[src/rtl/pipe_reg_pkg.sv]
// rtl/pipe_reg_pkg.sv - shared constants and helpers for the elastic pipeline register
package pipe_reg_pkg;

  localparam int PIPE_REG_DEF_WIDTH = 8;
  localparam int PIPE_REG_DEF_DEPTH = 2;

  // Bits needed to count 0..depth valid stages.
  function automatic int occ_width(input int depth);
    return $clog2(depth + 1);
  endfunction

endpackage

[src/rtl/pipe_reg_stage.sv]
// rtl/pipe_reg_stage.sv - one data+valid stage of the elastic pipeline register
module pipe_reg_stage
  import pipe_reg_pkg::*;
#(
  parameter int               WIDTH     = PIPE_REG_DEF_WIDTH,
  parameter logic [WIDTH-1:0] RESET_VAL = '0
) (
  input  logic             clk,
  input  logic             reset,
  input  logic             flush,
  input  logic             adv,
  input  logic [WIDTH-1:0] in_data,
  input  logic             in_valid,
  output logic [WIDTH-1:0] data,
  output logic             valid
);

  // Valid follows upstream on advance; data loads only with a real item, so bubbles never toggle it.
  always_ff @(posedge clk or posedge reset) begin
    if (reset) begin
      data  <= RESET_VAL;
      valid <= 1'b0;
    end else if (flush) begin
      valid <= 1'b0;
    end else if (adv) begin
      valid <= in_valid;
      if (in_valid) begin
        data <= in_data;
      end
    end
  end

endmodule

[src/rtl/pipe_reg.sv]
// rtl/pipe_reg.sv - elastic pipeline register with bubble collapse and flush; PIPE_REG_OCCUPANCY_EN adds occupancy
module pipe_reg
  import pipe_reg_pkg::*;
#(
  parameter int               WIDTH     = PIPE_REG_DEF_WIDTH,
  parameter int               DEPTH     = PIPE_REG_DEF_DEPTH,
  parameter logic [WIDTH-1:0] RESET_VAL = '0
) (
  input  logic             clk,
  input  logic             reset,
  input  logic             flush,
  input  logic             in_valid,
  output logic             in_ready,
  input  logic [WIDTH-1:0] in_data,
  output logic             out_valid,
  input  logic             out_ready,
  output logic [WIDTH-1:0] out_data
`ifdef PIPE_REG_OCCUPANCY_EN
  ,
  output logic [occ_width(DEPTH)-1:0] occupancy
`endif
);

  logic [WIDTH-1:0] data [DEPTH];
  logic [DEPTH-1:0] valid;
  logic [DEPTH-1:0] adv;

  // Advance chain from the output side: a stage moves if downstream moves or it is empty.
  always_comb begin
    adv = '0;
    adv[DEPTH-1] = out_ready | ~valid[DEPTH-1];
    for (int i = DEPTH - 2; i >= 0; i--) begin
      adv[i] = adv[i+1] | ~valid[i];
    end
  end

  assign in_ready  = adv[0] & ~flush;
  assign out_valid = valid[DEPTH-1];
  assign out_data  = data[DEPTH-1];

  for (genvar i = 0; i < DEPTH; i++) begin : g_stage
    logic [WIDTH-1:0] d_in;
    logic             v_in;

    if (i == 0) begin : g_head
      assign d_in = in_data;
      assign v_in = in_valid;
    end else begin : g_body
      assign d_in = data[i-1];
      assign v_in = valid[i-1];
    end

    pipe_reg_stage #(
      .WIDTH     (WIDTH),
      .RESET_VAL (RESET_VAL)
    ) u_stage (
      .clk      (clk),
      .reset    (reset),
      .flush    (flush),
      .adv      (adv[i]),
      .in_data  (d_in),
      .in_valid (v_in),
      .data     (data[i]),
      .valid    (valid[i])
    );
  end

`ifdef PIPE_REG_OCCUPANCY_EN
  localparam int OCC_W = occ_width(DEPTH);

  logic in_xfer;
  logic out_xfer;

  assign in_xfer  = in_valid & in_ready;
  assign out_xfer = out_valid & out_ready;

  // Item count after each edge; flush wins over any same-cycle transfer.
  always_ff @(posedge clk or posedge reset) begin
    if (reset) begin
      occupancy <= '0;
    end else if (flush) begin
      occupancy <= '0;
    end else begin
      occupancy <= occupancy + OCC_W'(in_xfer) - OCC_W'(out_xfer);
    end
  end

  a_occ_matches_valid : assert property (
    @(posedge clk) disable iff (reset) occupancy == OCC_W'($countones(valid))
  );
`else
  // Occupancy tracking not built; the datapath is identical.
`endif

endmodule
[config.mk]
export PLATFORM = sky130hd
export DESIGN_NAME = pipe_reg
export DESIGN_NICKNAME = d
export VERILOG_FILES = /design/src/rtl/pipe_reg_pkg.sv /design/src/rtl/pipe_reg_stage.sv /design/src/rtl/pipe_reg.sv
export SDC_FILE = /design/constraint.sdc
export NUM_CORES = 1
export LEC_CHECK = 0
export ABC_AREA = 1
export CAP_MARGIN = 10
export CORE_AREA = 2 2 45 47
export CTS_CLUSTER_DIAMETER = 80
export DETAILED_ROUTE_END_ITERATION = 8
export DIE_AREA = 0 0 47 49
export MAX_ROUTING_LAYER = met4
export PLACE_DENSITY = 0.69
export SKIP_LAST_GASP = 1
export SYNTH_ARGS = -nofsm -noshare
export SYNTH_HDL_FRONTEND = slang
export SYNTH_SLANG_ARGS = --single-unit
[constraint.sdc]
create_clock -name clk -period 1.2 [get_ports clk]
set_input_delay 0.12 -clock clk [delete_from_list [all_inputs] [get_ports clk]]
set_output_delay 0.12 -clock clk [all_outputs]
set_load 0.02 [all_outputs]
==> reports/qor.yml, run 1 <==
clocking:
  cts_setup_buffers: 0
  cts_buffers: 3
  cts.sinks: 18
  tritoncts: "done"
  cts.clk_slew.worst_paths_ns: 0.10
  htree_levels: 1
  cts-root-buf: "clkbuf_4"
  clock_path_buffers: 2
  clk_latency_ns: 0.28
synth:
  synth_most_common_cell: "nand2_1"
  synth_area_per_cell_um2: 9.186
  yosys-mux-area-fraction: 0
  ys_seq_area_frac: 0.5980
  yosys_warnings: 0
  synth_adder_area_share: 0
  synth_top_area_cell: "dfrtp_1"
  synth_compound_area_frac: 0.01329
  synth_cells: 82
  ys.flop_type: "dfrtp_1"
  synth_xor_area_frac: 0
  synth.area.top_cells: "dfrtp_1, nand2_1, nand3_1"
  ys_ff_latch: 18
  syn_area_um2: 753.2
  synth-async-reset-ratio: 1.000
  synth_edf_count: 0
  synthTopCellsByCount: "nand2_1, dfrtp_1, nand3_1, inv_1"
  synth_top_area_frac: 0.5980
  synth_top_family_by_area: "simple AND/OR/NAND/NOR gates"
  syn_nets: 95
  yosysUniqueCellTypes: 10
  synth-simple-area-share: 0.3522
pwr:
  peakVddDrop_uv: 675.1
  power.leakage_nw: 0.6047
  powerDensity_nw_per_um2: 1237
  total_power_mw: 1.394
placement:
  numPortBuffers: 22
  dp_hpwl_um: 1119
  placed_cell_area_um2: 1122
  place_congestion: 0.7315
route:
  vias: 664
  drtPass1Iterations: 4
  drt_iter0_markers: 2
  postRouteAntennaNets: 0
  avgViaCountPerCell: 4.611
  wirelength_um: 1397
  drc_errors: 0
  wl_per_cell_um: 9.701
floorplanning:
  die_height_um: 49
  die_w_um: 47
  pin_count: 23
  start_util: 0.4090
  coreArea_um2: 1842
  die-area_um2: 2303
  rows: 16
timing:
  relSlewSlack: 0.8480
  hold_violations: 0
  tightestPinTransition_ns: 0.2279
  finalSetupViolations: 0
  slew_viol_final: 0
  skew_ns: 0.006705
  min_period_ns: 1.121
  fmax_mhz: 891.8
  min_period_over_period: 0.9344
  fin_setup_tns_ns: 0
  rsz0062_at_grt: "no"
global_route:
  grt_pass1_vias: 633
  grt_max_degree: 19
  grt_pass1_wl_um: 2546
  grt_usage: 0.1537
  grt_antenna_before_repair: 0
  overflow: 0
status:
  outcome: "finished, final reports clean"
cells_and_area:
  ff_latch_area_um2: 450.4
  nNetsFinal: 132
  final_util: 0.6121
  postLayoutCellArea_um2: 1127
  drive_gt1_frac: 0.1880
  multi_input_area_um2: 275.3
  areaGrowthSynthToFinish_pct: 49.67
  fill_cells: 172
  n_antenna_cell: 0
critical_path:
  cp-start-kind: "flop"
  crit_type: "reg2out"
  worstPathArrival_ns: 1.00
  cp_max_fo: 2
  crit_required_ns: 1.08
  crit_path_end_kind: "primary output"
min_path:
  min_path_type: "in2async"
run:
  drv_cap: 0
==> per-layer routing <==
layer / GRT usage / wire length [µm]
met1: 0.1851 / 593
met2: 0.2534 / 717
met3: 0.03333 / 67
met4: 0.04167 / 18
met5: - / 0
==> cell families (layout without fill, tap and decap cells) <==
| kind of cell | Yosys count | after routing |
|---|---|---|
| buffers and inverters | 7 | 42 |
| AOI/OAI and AO/OA | 2 | 2 |
| DFF | 18 | 18 |
| and+or+nand+nor | 55 | 55 |
==> worst max-delay path, cell delays in order (launching register included) <==
cell     delay [ns]
dfrtp_1        0.41
nand3_2        0.09
nand2_1        0.05
inv_1          0.05
buf_4          0.13
==> sequential cells by signal, summed over array words and instances (netlist names) <==
signal	flops
g_stage.u_stage.data	16
g_stage.u_stage.valid	2
==> area by class of cell <==
type	instances	area share
clock buffer	3	0.01998
inverter	6	0.01998
multi-input combinational	57	0.2442
sequential	18	0.3996
tap	27	0.02997
timing repair buffer	33	0.2863
==> worst paths after layout <==
kind | startpoint | endpoint | slack, ns | cells after the start
setup / recovery | g_stage[0].u_stage.valid$_DFFE_PP0P_ | in_ready | 0.08 | 4
hold / removal | reset | g_stage[1].u_stage.data[7]$_DFFE_PP0P_ | 0.15 | 3
setup reg to reg | g_stage[1].u_stage.valid$_DFFE_PP0P_ | g_stage[1].u_stage.data[4]$_DFFE_PP0P_ | 0.18 | 5
hold reg to reg | g_stage[1].u_stage.data[1]$_DFFE_PP0P_ | g_stage[1].u_stage.data[1]$_DFFE_PP0P_ | 0.47 | 2
max in group asynchronous | reset | g_stage[1].u_stage.data[5]$_DFFE_PP0P_ | 0.85 | 3
min in group clk | in_data[3] | g_stage[0].u_stage.data[3]$_DFFE_PP0P_ | 0.38 | 3
==> power by group <==
part | switching [mW] | leakage (nW) | internal (mW) | total (mW)
clock | 0.167 | 0.0138 | 0.116 | 0.284
sequential | 0.0476 | 0.228 | 0.701 | 0.749
combinational | 0.194 | 0.362 | 0.167 | 0.362
total | 0.410 | 0.605 | 0.985 | 1.39
==> what timing repair did <==
action / CTS / global route
hold buffers: 0 / 0
resized for setup: 13 / 4
setup endpoints to repair: 10 / 1
pin swaps: 0 / 0
endpoints found under the hold margin: 0 / 0
==> cell usage in the layout (no fill, tap or decap), types with 3 or more instances in the layout <==
| cell type | n |
|---|---|
| dlygate4sd2_1 | 8 |
| clkbuf_4 | 3 |
| nand2_1 | 33 |
| dfrtp_1 | 18 |
| buf_12 | 3 |
| nand3_1 | 16 |
| buf_4 | 9 |
| clkdlybuf4s50_1 | 12 |
| inv_1 | 6 |
==> metrics by stage <==
step | worst slack (ns) | hold WS (ns) | cells
4_1_cts | -0.1228 | 0.1543 | 144
6_report | 0.07867 | 0.1472 | 144
5_1_grt | 0.001262 | 0.1744 | 144
2_1_floorplan | 0.1105 | 0.05857 | 82
3_5_place_dp | -0.2955 | 0.4584 | 141
3_3_place_gp | -0.2901 | 0.4478 | 141
(Power assumes the default switching activity.)
==> inputs of run 2 (changes only) <==
Settings changed: CTS_CLUSTER_SIZE set to 28.
==> results of run 2 <==
Same layout as run 1: the final DEF is identical, and so are final timing and power.
